## config.mk

```make
export PLATFORM = sky130hd
export DESIGN_NAME = alu_seq_flat
export DESIGN_NICKNAME = d
export VERILOG_FILES = /design/src/rtl/alu_seq_pkg.sv /design/src/rtl/alu_seq_if.sv /design/src/rtl/alu_seq_iter.sv /design/src/rtl/alu_seq.sv /design/src/flat_wrapper.sv
export SDC_FILE = /design/constraint.sdc
export NUM_CORES = 1
export LEC_CHECK = 0
export CORE_ASPECT_RATIO = 0.6
export CORE_MARGIN = 5
export CORE_UTILIZATION = 25
export DETAILED_ROUTE_END_ITERATION = 10
export MAX_ROUTING_LAYER = met4
export SLEW_MARGIN = 0
export SYNTH_ARGS = -nofsm -noshare
export SYNTH_HDL_FRONTEND = slang
export SYNTH_SLANG_ARGS = --single-unit
```

## constraint.sdc

```tcl
create_clock -name clock -period 14 [get_ports clock]
set_clock_uncertainty 0.05 [all_clocks]
set_input_delay 2.8 -clock clock [delete_from_list [all_inputs] [get_ports clock]]
set_output_delay 2.8 -clock clock [all_outputs]
set_load 0.01 [all_outputs]
```

## src/rtl/alu_seq_pkg.sv

```systemverilog
// alu_seq_pkg: shared opcodes, FSM state encoding and sizing helpers for alu_seq.
// Optional feature macro used by this block: ALU_SEQ_DIV_EN (builds the iterative divider).
package alu_seq_pkg;

    localparam int unsigned OPCODE_W = 5;

    localparam logic [OPCODE_W-1:0] OP_ADD = 5'b00000;
    localparam logic [OPCODE_W-1:0] OP_SUB = 5'b00001;
    localparam logic [OPCODE_W-1:0] OP_AND = 5'b00010;
    localparam logic [OPCODE_W-1:0] OP_OR  = 5'b00011;
    localparam logic [OPCODE_W-1:0] OP_SLL = 5'b00100;
    localparam logic [OPCODE_W-1:0] OP_SRA = 5'b00101;
    localparam logic [OPCODE_W-1:0] OP_MUL = 5'b00110;
    localparam logic [OPCODE_W-1:0] OP_DIV = 5'b00111;

    typedef enum logic [1:0] {
        IDLE = 2'd0,
        MUL  = 2'd1,
        DIV  = 2'd2
    } state_t;

    localparam int unsigned DEFAULT_WIDTH = 32;

    // Counter must hold the value WIDTH, hence one bit more than log2.
    function automatic int unsigned iter_cnt_w(input int unsigned width);
        return $clog2(width) + 1;
    endfunction

    localparam int unsigned ITER_CNT_W = iter_cnt_w(DEFAULT_WIDTH);

endpackage

```

## src/rtl/alu_seq_if.sv

```systemverilog
// alu_seq_if: request/result bundle between the execute stage and alu_seq.
// Request: ctrl_start, ctrl_ALUopcode, ctrl_shiftamt, data_operandA, data_operandB.
// Response: ready, data_result, data_resultRDY, isNotEqual, isLessThan, overflow, data_exception.
// slave = ALU side, master = issuing side.
interface alu_seq_if #(
    parameter int unsigned WIDTH = 32
);
    import alu_seq_pkg::*;

    localparam int unsigned SHAMT_W = $clog2(WIDTH);

    logic                ctrl_start;
    logic [OPCODE_W-1:0] ctrl_ALUopcode;
    logic [SHAMT_W-1:0]  ctrl_shiftamt;
    logic [WIDTH-1:0]    data_operandA;
    logic [WIDTH-1:0]    data_operandB;
    logic                ready;
    logic [WIDTH-1:0]    data_result;
    logic                data_resultRDY;
    logic                isNotEqual;
    logic                isLessThan;
    logic                overflow;
    logic                data_exception;

    modport slave (
        input  ctrl_start, ctrl_ALUopcode, ctrl_shiftamt, data_operandA, data_operandB,
        output ready, data_result, data_resultRDY, isNotEqual, isLessThan, overflow,
               data_exception
    );

    modport master (
        output ctrl_start, ctrl_ALUopcode, ctrl_shiftamt, data_operandA, data_operandB,
        input  ready, data_result, data_resultRDY, isNotEqual, isLessThan, overflow,
               data_exception
    );

endinterface

```

## src/rtl/alu_seq_iter.sv

```systemverilog
// alu_seq_iter: iterative signed multiply (shift-add) and, with ALU_SEQ_DIV_EN,
// signed restoring divide. Works on magnitudes and fixes the sign at the end.
// Ports: clock, reset (async, active-high); start loads operands; mode 0=MUL 1=DIV;
// operand_a/operand_b; done is a registered one-cycle flag raised after the last
// iteration; result_c/exception_c are valid while done=1.
module alu_seq_iter
    import alu_seq_pkg::*;
#(
    parameter int unsigned WIDTH = 32
) (
    input  logic             clock,
    input  logic             reset,
    input  logic             start,
    input  logic             mode,
    input  logic [WIDTH-1:0] operand_a,
    input  logic [WIDTH-1:0] operand_b,
    output logic             done,
    output logic [WIDTH-1:0] result_c,
    output logic             exception_c
);

    localparam int unsigned CNT_W  = iter_cnt_w(WIDTH);
    localparam int unsigned PROD_W = 2 * WIDTH;

    logic             busy;
    logic [CNT_W-1:0] cnt;
    logic             mode_q;
    logic             neg_q;
    logic [WIDTH-1:0] mag_a_c;
    logic [WIDTH-1:0] mag_b_c;

    logic [PROD_W-1:0] acc;
    logic [PROD_W-1:0] mcand;
    logic [WIDTH-1:0]  mplier;
    logic [PROD_W-1:0] prod_c;

    // Operand magnitudes; |MIN| is exactly representable as unsigned.
    always_comb begin
        mag_a_c = operand_a[WIDTH-1] ? (WIDTH'(0) - operand_a) : operand_a;
        mag_b_c = operand_b[WIDTH-1] ? (WIDTH'(0) - operand_b) : operand_b;
    end

    // Iteration control: WIDTH iterations, done raised on the last one.
    always_ff @(posedge clock or posedge reset) begin
        if (reset) begin
            busy   <= 1'b0;
            done   <= 1'b0;
            cnt    <= '0;
            mode_q <= 1'b0;
            neg_q  <= 1'b0;
        end else begin
            done <= 1'b0;
            if (start) begin
                busy   <= 1'b1;
                cnt    <= '0;
                mode_q <= mode;
                neg_q  <= operand_a[WIDTH-1] ^ operand_b[WIDTH-1];
            end else if (busy) begin
                cnt <= cnt + CNT_W'(1);
                if (cnt == CNT_W'(WIDTH - 1)) begin
                    busy <= 1'b0;
                    done <= 1'b1;
                end
            end
        end
    end

    // Shift-add multiply on magnitudes, one multiplier bit per cycle.
    always_ff @(posedge clock or posedge reset) begin
        if (reset) begin
            acc    <= '0;
            mcand  <= '0;
            mplier <= '0;
        end else if (start) begin
            acc    <= '0;
            mcand  <= {WIDTH'(0), mag_a_c};
            mplier <= mag_b_c;
        end else if (busy && !mode_q) begin
            if (mplier[0]) begin
                acc <= acc + mcand;
            end
            mcand  <= mcand << 1;
            mplier <= mplier >> 1;
        end
    end

`ifdef ALU_SEQ_DIV_EN
    logic [WIDTH-1:0] rem;
    logic [WIDTH-1:0] dvd;
    logic [WIDTH-1:0] dvs;
    logic             div_zero;
    logic             div_ovf;
    logic [WIDTH:0]   rem_sh_c;
    logic [WIDTH:0]   rem_sub_c;
    logic [WIDTH-1:0] quo_c;

    // Trial subtract; remainder < divisor keeps the borrow in bit WIDTH.
    always_comb begin
        rem_sh_c  = {rem, dvd[WIDTH-1]};
        rem_sub_c = rem_sh_c - {1'b0, dvs};
        quo_c     = neg_q ? (WIDTH'(0) - dvd) : dvd;
    end

    // Restoring divide: dividend shifts out the top, quotient bits shift in the bottom.
    always_ff @(posedge clock or posedge reset) begin
        if (reset) begin
            rem      <= '0;
            dvd      <= '0;
            dvs      <= '0;
            div_zero <= 1'b0;
            div_ovf  <= 1'b0;
        end else if (start) begin
            rem      <= '0;
            dvd      <= mag_a_c;
            dvs      <= mag_b_c;
            div_zero <= (operand_b == '0);
            div_ovf  <= (operand_a == {1'b1, {(WIDTH-1){1'b0}}}) && (&operand_b);
        end else if (busy && mode_q) begin
            if (!rem_sub_c[WIDTH]) begin
                rem <= rem_sub_c[WIDTH-1:0];
                dvd <= {dvd[WIDTH-2:0], 1'b1};
            end else begin
                rem <= rem_sh_c[WIDTH-1:0];
                dvd <= {dvd[WIDTH-2:0], 1'b0};
            end
        end
    end
`endif

    // Final sign fix-up and error detection.
    always_comb begin
        prod_c      = neg_q ? (PROD_W'(0) - acc) : acc;
        result_c    = prod_c[WIDTH-1:0];
        // Product fits when the top WIDTH+1 bits are all copies of the sign.
        exception_c = !((&prod_c[PROD_W-1:WIDTH-1]) || !(|prod_c[PROD_W-1:WIDTH-1]));
`ifdef ALU_SEQ_DIV_EN
        if (mode_q) begin
            result_c    = div_zero ? '0 : quo_c;
            exception_c = div_zero || div_ovf;
        end
`endif
    end

endmodule

```

## src/rtl/alu_seq.sv

```systemverilog
// alu_seq: registered execute-stage ALU with start/ready handshake.
// Single-cycle ops finish one edge after accept; MUL (and DIV when ALU_SEQ_DIV_EN
// is defined) iterate in alu_seq_iter and finish WIDTH+1 edges after accept.
// Without ALU_SEQ_DIV_EN, DIV finishes in one cycle with result 0 and data_exception=1.
// Ports: clock, reset (async, active-high), bus (alu_seq_if.slave): request fields
// in, ready (combinational), registered result/flags and one-cycle data_resultRDY out.
module alu_seq
    import alu_seq_pkg::*;
#(
    parameter int unsigned WIDTH = 32
) (
    input  logic     clock,
    input  logic     reset,
    alu_seq_if.slave bus
);

    localparam int unsigned SHAMT_W = $clog2(WIDTH);

    state_t state;
    state_t state_next;

    logic ready_c;
    logic accept_c;
    logic iter_start_c;
    logic op_is_mul_c;
    logic op_is_div_c;

    logic                pend_valid;
    logic [OPCODE_W-1:0] pend_op;
    logic [WIDTH-1:0]    pend_a;
    logic [WIDTH-1:0]    pend_b;
    logic [SHAMT_W-1:0]  pend_shamt;

    logic             iter_done;
    logic [WIDTH-1:0] iter_result;
    logic             iter_exception;

    logic [WIDTH-1:0] diff_c;
    logic [WIDTH-1:0] sum_c;
    logic             sub_ovf_c;
    logic             add_ovf_c;
    logic             cmp_en_c;
    logic [WIDTH-1:0] sc_result_c;
    logic             sc_ovf_c;
    logic             sc_exc_c;
    logic             sc_ne_c;
    logic             sc_lt_c;

    // State register.
    always_ff @(posedge clock or posedge reset) begin
        if (reset) begin
            state <= IDLE;
        end else begin
            state <= state_next;
        end
    end

    // Next state: a new iterative op may start on the completion edge.
    always_comb begin
        state_next = state;
        case (state)
            IDLE: begin
                if (iter_start_c) begin
                    state_next = op_is_div_c ? DIV : MUL;
                end
            end
            MUL, DIV: begin
                if (iter_done) begin
                    state_next = IDLE;
                    if (iter_start_c) begin
                        state_next = op_is_div_c ? DIV : MUL;
                    end
                end
            end
            default: state_next = IDLE;
        endcase
    end

    // Handshake outputs and accept decode.
    always_comb begin
        ready_c      = 1'b0;
        op_is_mul_c  = (bus.ctrl_ALUopcode == OP_MUL);
        op_is_div_c  = (bus.ctrl_ALUopcode == OP_DIV);
        if (state == IDLE || iter_done) begin
            ready_c = 1'b1;
        end
        accept_c = bus.ctrl_start && ready_c;
`ifdef ALU_SEQ_DIV_EN
        iter_start_c = accept_c && (op_is_mul_c || op_is_div_c);
`else
        iter_start_c = accept_c && op_is_mul_c;
`endif
    end

    assign bus.ready = ready_c;

    // Accepted single-cycle op waits here for one cycle before its result is registered.
    always_ff @(posedge clock or posedge reset) begin
        if (reset) begin
            pend_valid <= 1'b0;
            pend_op    <= OP_ADD;
            pend_a     <= '0;
            pend_b     <= '0;
            pend_shamt <= '0;
        end else begin
            pend_valid <= accept_c && !iter_start_c;
            if (accept_c) begin
                pend_op    <= bus.ctrl_ALUopcode;
                pend_a     <= bus.data_operandA;
                pend_b     <= bus.data_operandB;
                pend_shamt <= bus.ctrl_shiftamt;
            end
        end
    end

    // Single-cycle datapath; compare flags come from A-B with overflow correction.
    always_comb begin
        diff_c      = pend_a - pend_b;
        sum_c       = pend_a + pend_b;
        sub_ovf_c   = (pend_a[WIDTH-1] != pend_b[WIDTH-1]) && (diff_c[WIDTH-1] != pend_a[WIDTH-1]);
        add_ovf_c   = (pend_a[WIDTH-1] == pend_b[WIDTH-1]) && (sum_c[WIDTH-1] != pend_a[WIDTH-1]);
        sc_result_c = '0;
        sc_ovf_c    = 1'b0;
        sc_exc_c    = 1'b0;
        cmp_en_c    = 1'b1;
        case (pend_op)
            OP_ADD: begin
                sc_result_c = sum_c;
                sc_ovf_c    = add_ovf_c;
            end
            OP_SUB: begin
                sc_result_c = diff_c;
                sc_ovf_c    = sub_ovf_c;
            end
            OP_AND: sc_result_c = pend_a & pend_b;
            OP_OR:  sc_result_c = pend_a | pend_b;
            OP_SLL: sc_result_c = pend_a << pend_shamt;
            OP_SRA: sc_result_c = $signed(pend_a) >>> pend_shamt;
`ifndef ALU_SEQ_DIV_EN
            OP_DIV: begin
                sc_exc_c = 1'b1;
                cmp_en_c = 1'b0;
            end
`endif
            default: cmp_en_c = 1'b0;
        endcase
        sc_ne_c = cmp_en_c && (pend_a != pend_b);
        sc_lt_c = cmp_en_c && (diff_c[WIDTH-1] ^ sub_ovf_c);
    end

    // Result registers hold between completions; only data_resultRDY pulses.
    always_ff @(posedge clock or posedge reset) begin
        if (reset) begin
            bus.data_result    <= '0;
            bus.data_resultRDY <= 1'b0;
            bus.isNotEqual     <= 1'b0;
            bus.isLessThan     <= 1'b0;
            bus.overflow       <= 1'b0;
            bus.data_exception <= 1'b0;
        end else begin
            bus.data_resultRDY <= 1'b0;
            if (iter_done) begin
                bus.data_result    <= iter_result;
                bus.data_resultRDY <= 1'b1;
                bus.isNotEqual     <= 1'b0;
                bus.isLessThan     <= 1'b0;
                bus.overflow       <= 1'b0;
                bus.data_exception <= iter_exception;
            end else if (pend_valid) begin
                bus.data_result    <= sc_result_c;
                bus.data_resultRDY <= 1'b1;
                bus.isNotEqual     <= sc_ne_c;
                bus.isLessThan     <= sc_lt_c;
                bus.overflow       <= sc_ovf_c;
                bus.data_exception <= sc_exc_c;
            end
        end
    end

    alu_seq_iter #(
        .WIDTH(WIDTH)
    ) u_iter (
        .clock      (clock),
        .reset      (reset),
        .start      (iter_start_c),
        .mode       (op_is_div_c),
        .operand_a  (bus.data_operandA),
        .operand_b  (bus.data_operandB),
        .done       (iter_done),
        .result_c   (iter_result),
        .exception_c(iter_exception)
    );

endmodule

```

## src/flat_wrapper.sv

```systemverilog
// flat-port wrapper written by rule: the top's interface ports become plain ports
module alu_seq_flat import alu_seq_pkg::*;
#(
    parameter int unsigned WIDTH = 32
)
  (clock, reset, bus_ctrl_start, bus_ctrl_ALUopcode, bus_ctrl_shiftamt, bus_data_operandA, bus_data_operandB, bus_ready, bus_data_result, bus_data_resultRDY, bus_isNotEqual, bus_isLessThan, bus_overflow, bus_data_exception);
  alu_seq_if #(.WIDTH(WIDTH)) bus_i ();
  input  logic clock;
  input  logic reset;
  input wire logic [$bits(bus_i.ctrl_start)-1:0] bus_ctrl_start;
  input wire logic [$bits(bus_i.ctrl_ALUopcode)-1:0] bus_ctrl_ALUopcode;
  input wire logic [$bits(bus_i.ctrl_shiftamt)-1:0] bus_ctrl_shiftamt;
  input wire logic [$bits(bus_i.data_operandA)-1:0] bus_data_operandA;
  input wire logic [$bits(bus_i.data_operandB)-1:0] bus_data_operandB;
  output wire logic [$bits(bus_i.ready)-1:0] bus_ready;
  output wire logic [$bits(bus_i.data_result)-1:0] bus_data_result;
  output wire logic [$bits(bus_i.data_resultRDY)-1:0] bus_data_resultRDY;
  output wire logic [$bits(bus_i.isNotEqual)-1:0] bus_isNotEqual;
  output wire logic [$bits(bus_i.isLessThan)-1:0] bus_isLessThan;
  output wire logic [$bits(bus_i.overflow)-1:0] bus_overflow;
  output wire logic [$bits(bus_i.data_exception)-1:0] bus_data_exception;
  assign bus_i.ctrl_start = bus_ctrl_start;
  assign bus_i.ctrl_ALUopcode = bus_ctrl_ALUopcode;
  assign bus_i.ctrl_shiftamt = bus_ctrl_shiftamt;
  assign bus_i.data_operandA = bus_data_operandA;
  assign bus_i.data_operandB = bus_data_operandB;
  assign bus_ready = bus_i.ready;
  assign bus_data_result = bus_i.data_result;
  assign bus_data_resultRDY = bus_i.data_resultRDY;
  assign bus_isNotEqual = bus_i.isNotEqual;
  assign bus_isLessThan = bus_i.isLessThan;
  assign bus_overflow = bus_i.overflow;
  assign bus_data_exception = bus_i.data_exception;
  alu_seq #(.WIDTH(WIDTH)) u_core (.clock(clock), .reset(reset), .bus(bus_i));
endmodule
```

Word-level counts from Yosys, hierarchy flattened
Index checks and enable logic that the tools add are counted.

word-level totals
  input port bits = 77
  register bits after elaboration = 284
  output and inout bits = 38
  logic and storage cells = 117

operators by class
  muxes and demuxes = 40
  equal/unequal tests = 18
  shift-type cells = 2
  reductions and logical operators = 26
  $add $sub $neg = 7
  bitwise operators = 4

operators with widths
  kind                     count
  $mux W64                 6
  $mux W32                 6
  $pmux W32 S6             1
  $add A64 B64 Y64         1
  $sub A1 B32 Y32 const A  2
  $sub A1 B64 Y64 const A  1
  $reduce_and A33 Y1       1
  $reduce_or A33 Y1        1
  $add A32 B32 Y32         1
  $and A32 B32 Y32         1
  $ne A32 B32 Y1           1
  $or A32 B32 Y32          1
  $shl A32 B5 Y32          1
  $sshr A32 B5 Y32         1
  $sub A32 B32 Y32         1
  $eq A5 B3 Y1 const B     5
  $mux W1                  19
  $mux W6                  2
  $eq A5 B2 Y1 const B     2
  $logic_and A1 B1 Y1      8
  $mux W2                  4
  $reduce_bool A2 Y1       4
  $add A6 B1 Y6 const B    1
  $eq A6 B5 Y1 const B     1
  other kinds (17)         25

Depth between registers and ports, before layout
Gate-level depths: netlist (run 1).

  depth after elaboration = 8
  mapped depth = 18
  gate-level depth less buffers = 17

Hierarchy
Synthesis (run 1) repeated with hierarchy kept, for this count alone.

second synthesis, totals
  cell total of the unflattened synthesis = 3,263
  area, all modules = 26,247.7 um2

by module, submodules not included
  module        cells an instance  seq. area each (um2)  instances  area each (um2)
  alu_seq_iter  1,713              4,254.1               1          13,653.1
  alu_seq       1,550              2,852.7               1          12,594.6

Worst setup path after synthesis (run 1)
No wires, ideal clock.

  kind = input-to-reg
  from = input port bus_data_operandA[6]
  to = register u_core.u_iter.mcand[29]
  arrival time = 5.530 ns
  stages = 9
  library setup time = 0.082 ns
  setup slack = 8.338 ns
  buffers on the path = 0
  cells stage by stage = or4_1 -> or3_1 -> or4_1 -> or3_1 -> or3_1 -> o31ai_1 -> xnor2_1 -> nor2_1 -> a31oi_1

on the way
  word-level cells in the longest chain between the ends = 3

RTL lines
  what                  line                text
  from (decl)           flat_wrapper.sv:13  input wire logic [$bits(bus_i.data_operandA)-1:0] bus_data_operandA;
  $sub A1 B32 Y32       alu_seq_iter.sv:39  mag_a_c = operand_a[WIDTH-1] ? (WIDTH'(0) - operand_a) : operand_a;
  $mux W32              alu_seq_iter.sv:39
  $mux W64              alu_seq_iter.sv:74  end else if (start) begin
  to (signal assigned)  alu_seq_iter.sv:76  mcand <= {WIDTH'(0), mag_a_c};
  to (signal assigned)  alu_seq_iter.sv:82  mcand <= mcand << 1;
  to (decl)             alu_seq_iter.sv:33  logic [PROD_W-1:0] mcand;

No other way between the ends.
A chain may end at the register's enable or synchronous reset.

Worst setup path after layout (run 1)
  from = input port bus_data_operandA[2]
  to = register u_core.u_iter.mcand[29]

The elaborated chain is that of the path after synthesis.

==> flow_summary.toml, run 1 <==
[status]
status = "completed"

[route]
vias = 25800
drt-total-wl_microns = 110000
drc = 0
drt-initial-drc-count = 3818
routedWlPerCell_microns = 23.4
first_pass_iters = 6
viasPerCell = 5.50
ant_nets = 0

[placed_design]
dp_cells = 4632
port_buffers = 114
hpwl_microns = 87000
gp_congestion = 1.10
pre_cts_ws_ns = 7.31

[worst_setup_path]
critical_path_peak_fanout = 5
required_ns = 14.50
arrival_ns = 6.57
start_kind = "primary input"
critPathCaptureType = "flip-flop"
path_class = "primary input to flip-flop"

[floorplanning]
coreArea_sq_mm = 0.103
die_area_sq_mm = 0.111
num_rows = 91
die_x_microns = 428
start_util_pct = 25.3
die_h_microns = 261
pin_count = 115

[timing]
fin_tns_setup_ns = 0
setup_viol = 0
slew_headroom_pct = 14.2
max_freq_mhz = 165
period_needed_ns = 6.07
period_share_pct = 43.4
slew_violations = 0
final_hold_viol_count = 0
setup_slack_ns = 7.93
worstMarginPinSlew_ns = 1.25
rsz0062_at_grt = "false"

[cts]
cts_sinks = 284
clkLatencyLatePin_ns = 0.64
cts_hold_buf = 0
postCtsSetupBuffers = 0
clkTransAtPathRegs_ns = 0.07
h-tree-depth = 1
postCtsResizedCells = 0
cts_made_buffers = 30
cts_tree = "yes"
root_buffer = "clkbuf_16"
cts_buffer_depth = 3

[synth]
ys_seq_area_share_pct = 27.2
syn-cell-area_sq_mm = 0.0262
synth.net_count = 3567
ys_async_sr_fraction_pct = 100
syn_area_per_cell_sq_um = 7.91
ys_ff_latch = 284
synth_area_leaders = "dfrtp_1, ha_1, nand2_1, a21oi_1, xnor2_1"
yosysTopAreaCellShare_pct = 27.2
synth_edf_count = 0
synth_largest_area_cell = "dfrtp_1"
ys.flop_type = "dfrtp_1"
syn_inst = 3307
yosysWarnings = 0
synth.distinct_cells = 83

[final_layout]
fill_cells = 11100
layoutNonFillerInstCount = 4692
seqCellArea_sq_mm = 0.00712
drive_gt1_share_pct = 7.35
nNetsFinal = 3529
syn2layout_area_growth_pct = 12.9
multiInputGateArea_sq_mm = 0.0177

[grt]
grt_usage_pct = 19.5
overflow = 0
grt_pass1_wl_microns = 160000
grt_max_degree = 90
grt_pass1_vias = 22700
antenna_found_initial = 7

[pwr]
intPower_w = 0.00285
ir_drop_mv = 0.105
power.share.combinational_pct = 59.7
power.share.clock_pct = 14.1
p_sw_share_pct = 52.7
p_per_area_mw_per_mm2 = 204
pwr-share-seq_pct = 26.3
switching_power_w = 0.00317
p_leak_nw = 12.2

[min_path]
hp-class = "flip-flop to flip-flop"

[job]
drv_cap = 0
## through the flow
stage	util [%]	total power (W)	area [sq um]	hold slack (ns)
2_1_floorplan	-	0.00381	26200	0.397
3_3_place_gp	27.6	0.00501	28500	0.420
3_5_place_dp	27.6	0.00503	28500	0.419
4_1_cts	28.6	0.00590	29500	0.427
5_1_grt	28.6	0.00638	29500	0.440
6_report	28.6	0.00602	29500	0.434
## final cells by class
class	count	share of cell area [%]
inverter	131	1.69
sequential	284	24.1
antenna	6	0.0508
clock buffer	44	2.99
tap	1395	5.91
multi-input combinational	2663	59.9
clock inverter	10	0.318
timing repair buffer	159	5.01
## cell usage in the layout, fill, tap and decap left out, types with 39 or more instances in the layout
cell,count
a31oi_1,80
nor3_1,51
xnor2_1,138
mux2_2,84
inv_1,128
xor2_1,62
mux2i_1,94
clkdlybuf4s50_1,114
a21o_1,54
nor2_1,268
nand3_1,50
o31ai_1,39
nand2_1,478
a21oi_1,312
dfrtp_1,277
buf_4,45
ha_1,179
o21ai_0,240
## state kept, by name (all words and copies together) (netlist names), 2 cells and up
name	cells
u_core.u_iter.mplier	32
u_core.pend_op	5
u_core.bus.data_result	32
u_core.pend_a	32
u_core.state	2
u_core.pend_b	32
u_core.u_iter.cnt	6
u_core.u_iter.mcand	64
u_core.u_iter.acc	64
u_core.pend_shamt	5
## worst paths after layout
path | startpoint | cells past startpoint | slack, ns | to
worst max-delay path | bus_data_operandA[2] | 11 | 7.93 | u_core.u_iter.mcand[29]
worst max register to register | u_core.u_iter.acc[0] | 14 | 8.67 | u_core.u_iter.acc[62]
worst min-delay path | u_core.u_iter.cnt[5] | 1 | 0.43 | u_core.u_iter.done
worst min register to register | u_core.u_iter.cnt[5] | 1 | 0.43 | u_core.u_iter.done
max in group asynchronous | reset | 3 | 9.71 | u_core.u_iter.neg_q
min in group asynchronous | reset | 2 | 2.66 | u_core.state[1]
## power groups by stage
| stage | registers (W) | logic (W) | clock network (W) |
|---|---|---|---|
| floorplan | 0.00132 | 0.00249 | 0 |
| global placement | 0.00156 | 0.00344 | 0 |
| detailed placement | 0.00157 | 0.00346 | 0 |
| CTS | 0.00156 | 0.00348 | 0.000866 |
| global route | 0.00161 | 0.00387 | 0.000898 |
| finish | 0.00158 | 0.00359 | 0.000846 |
## layer usage
metal | vias up | GRT usage [%] | part of all wire [%]
met5 | - | - | 0
met4 | 0 | 2.52 | 1.3
met3 | 87 | 6.79 | 14
met2 | 1242 | 23.2 | 35
met1 | 12700 | 31.0 | 50
li1 | 11800 | - | -
## cells by family after synthesis
family / share of synthesized area [%]
AND/OR/NAND/NOR: 18.9
buffers and inverters: 5.44
AO/OA/AOI/OAI: 23.5
multiplexers: 9.37
flip-flops: 27.2
XOR/XNOR: 6.70
adder cells (fa/ha/maj): 8.87
## cell usage after synthesis (33+ instances only)
master	number
nor3_1	51
xor2_1	62
a221oi_1	33
inv_1	129
nand2_1	480
nand2b_1	39
dfrtp_1	284
mux2_2	84
a21o_1	54
a31oi_1	80
o31ai_1	39
ha_1	179
xnor2_1	138
clkbuf_1	180
nand4_1	36
nor2_1	269
nand3_1	51
mux2i_1	94
buf_1	36
a21oi_1	312
o21ai_0	240
## worst max-delay path: stages
cell and delay (ns):
clkdlybuf4s50_1 0.50, nor4_1 0.47, nand2_1 0.17, or3_1 0.54
or4_1 0.61, or3_1 0.43, or3_1 0.41, o31ai_1 0.26
xnor2_1 0.15, nor2_1 0.06, a31oi_1 0.16
Power figures use the tool's default switching activity.
==> inputs of run 2 (changes only) <==
==> constraint.sdc (replaced) <==
create_clock -name clock -period 5.5 [get_ports clock]
set_clock_uncertainty 0.05 [all_clocks]
set_input_delay 1.1 -clock clock [delete_from_list [all_inputs] [get_ports clock]]
set_output_delay 1.1 -clock clock [all_outputs]
set_load 0.01 [all_outputs]
==> run 2 against run 1 <==
Against the previous run:
- utilization rose by 0.42 points
- count of clock-buffer cells in the layout fell by 8
- combinational power rose to 2.6 times the previous value
- setup slack got worse by 7.3 ns
- critical path type is now flip-flop to flip-flop
- hold slack got worse by 0.0069 ns
- via count rose by 0.36%
==> flow_summary.toml, run 2 (synthesis gave the netlist of run 1 again) <==
[worst_setup_path]
required_ns = 5.97
rrSetupSlack_ns = 0.66
setup.worst_path.start = "u_core.pend_a[8]"
regToRegStartpoint = "u_core.pend_a[8]"
critical_path_peak_fanout = 11
path_class = "flip-flop to flip-flop"
start_kind = "flip-flop"
critPathCaptureType = "flip-flop"
arrival_ns = 5.31

[final_layout]
mostFrequentLayoutCell = "nand2_1"
final_cell_mix = "nand2_1, a21oi_1, dfrtp_1"
syn2layout_area_growth_pct = 14.6
nNetsFinal = 3554
fill_cells = 11100
drive_gt1_share_pct = 8.32
layoutNonFillerInstCount = 4718
reg_top3 = "u_core.u_iter.acc: 64 flops, u_core.u_iter.mcand: 64 flops"

[cts]
cts_hold_buf = 0
root_buffer = "clkbuf_16"
cts_buffer_depth = 3
cts_tree = "yes"
cts_sinks = 284
h-tree-depth = 1
postCtsResizedCells = 0
cts_made_buffers = 31
postCtsSetupBuffers = 0
clkLatencyLatePin_ns = 0.64
clkTransAtPathRegs_ns = 0.07

[route]
first_pass_iters = 9
viasPerCell = 5.49
drc = 0
drt-initial-drc-count = 3720
ant_nets = 0
drt-total-wl_microns = 109000
routedWlPerCell_microns = 23.2
vias = 25900

[timing]
fin_hold_ws_ns = 0.427
rsz0062_at_grt = "false"
fin_tns_setup_ns = 0
worstMarginPinSlew_ns = 1.18
period_needed_ns = 4.84
setup_viol = 0
max_freq_mhz = 207
slew_headroom_pct = 20.5
slew_violations = 0
final_hold_viol_count = 0
period_share_pct = 88.0

[floorplanning]
start_util_pct = 25.3
num_rows = 91
pin_count = 115
die_h_microns = 261
coreArea_sq_mm = 0.103
die_area_sq_mm = 0.111
die_x_microns = 428

[placed_design]
gp_congestion = 1.07
port_buffers = 114
hpwl_microns = 86700
dp_cells = 4656

[job]
drv_cap = 0

[grt]
grt.busiest_layer = "met1"
grt_pass1_wl_microns = 161000
grt_usage_pct = 19.5
antenna_found_initial = 6
grt_pass1_vias = 22900
grt_max_degree = 141
grt_util_met1_pct = 30.6
use_met3_pct = 6.77
overflow = 0
grt_use_met2_pct = 23.3

[min_path]
hp-class = "flip-flop to flip-flop"
min_from = "u_core.u_iter.cnt[5]"

[pwr]
ir_drop_mv = 0.325
p_leak_nw = 12.5
p_per_area_mw_per_mm2 = 526

[status]
status = "completed"
-- run 2: cell count changes in the layout (fill, tap and decap cells not counted), sizes merged --
cell,previous run,this run
inv,129,132
diode,6,4
clkbuf,44,36
clkinvlp,3,6
bufinv,1,7
buf,45,69
-- run 2: metal layers --
metal | vias to the layer above | share of wire (%)
li1 | 11900 | -
met1 | 12700 | 50
met2 | 1266 | 36
met3 | 98 | 13
met4 | 0 | 1.7
met5 | - | 0
-- run 2: power breakdown --
group | total [W] | switching [W] | leakage (nW) | internal, W
clock | 0.00250 | 0.00105 | 0.570 | 0.00145
combinational | 0.00931 | 0.00593 | 8.27 | 0.00338
sequential | 0.00396 | 0.00121 | 3.62 | 0.00276
total | 0.0158 | 0.00819 | 12.5 | 0.00758
-- run 2: critical path: stages (launching register included) --
cell	delay [ns]
dfrtp_1	0.51
inv_1	0.08
ha_1	0.42
or4_1	0.58
nor3_1	0.20
a211oi_1	0.14
a31oi_1	0.44
a21o_1	0.34
a21oi_1	0.23
o211a_1	0.29
nor3_1	0.19
nor2_1	0.06
o21bai_1	0.16
fa_1	0.47
a21oi_1	0.15
o21ai_0	0.08
o21ai_0	0.21
nand4_1	0.11
-- run 2: final cells by class --
class / count / area [sq um] / share of cell area, %
Timing Repair Buffer: 183 / 1710 / 5.70
Inverter: 131 / 495 / 1.65
Clock inverter: 22 / 353 / 1.18
Clock buffer: 36 / 845 / 2.82
Antenna cell: 4 / 10.0 / 0.0334
Sequential cell: 284 / 7120 / 23.8
Multi-Input combinational cell: 2663 / 17700 / 59.0
Tap cell: 1395 / 1750 / 5.83
-- run 2: metrics by stage --
stage	utilization [%]	area (sq um)	setup slack, ns	total power [W]
6_report	29.0	30000	0.660	0.0158
5_1_grt	29.0	30000	0.383	0.0167
2_1_floorplan	-	26200	0.587	0.00969
3_5_place_dp	27.8	28800	0.588	0.0129
4_1_cts	29.0	30000	0.842	0.0154
3_3_place_gp	27.8	28800	0.521	0.0128
-- run 2: final timing paths --
| kind | end | depth (start not counted) |
|---|---|---|
| setup / recovery | u_core.bus.data_result[31] | 17 |
| hold / removal | u_core.u_iter.done | 1 |
| setup reg to reg | u_core.bus.data_result[31] | 17 |
| hold reg to reg | u_core.u_iter.done | 1 |
| max in group asynchronous | u_core.bus.isLessThan | 3 |
| min in group asynchronous | u_core.pend_a[6] | 2 |
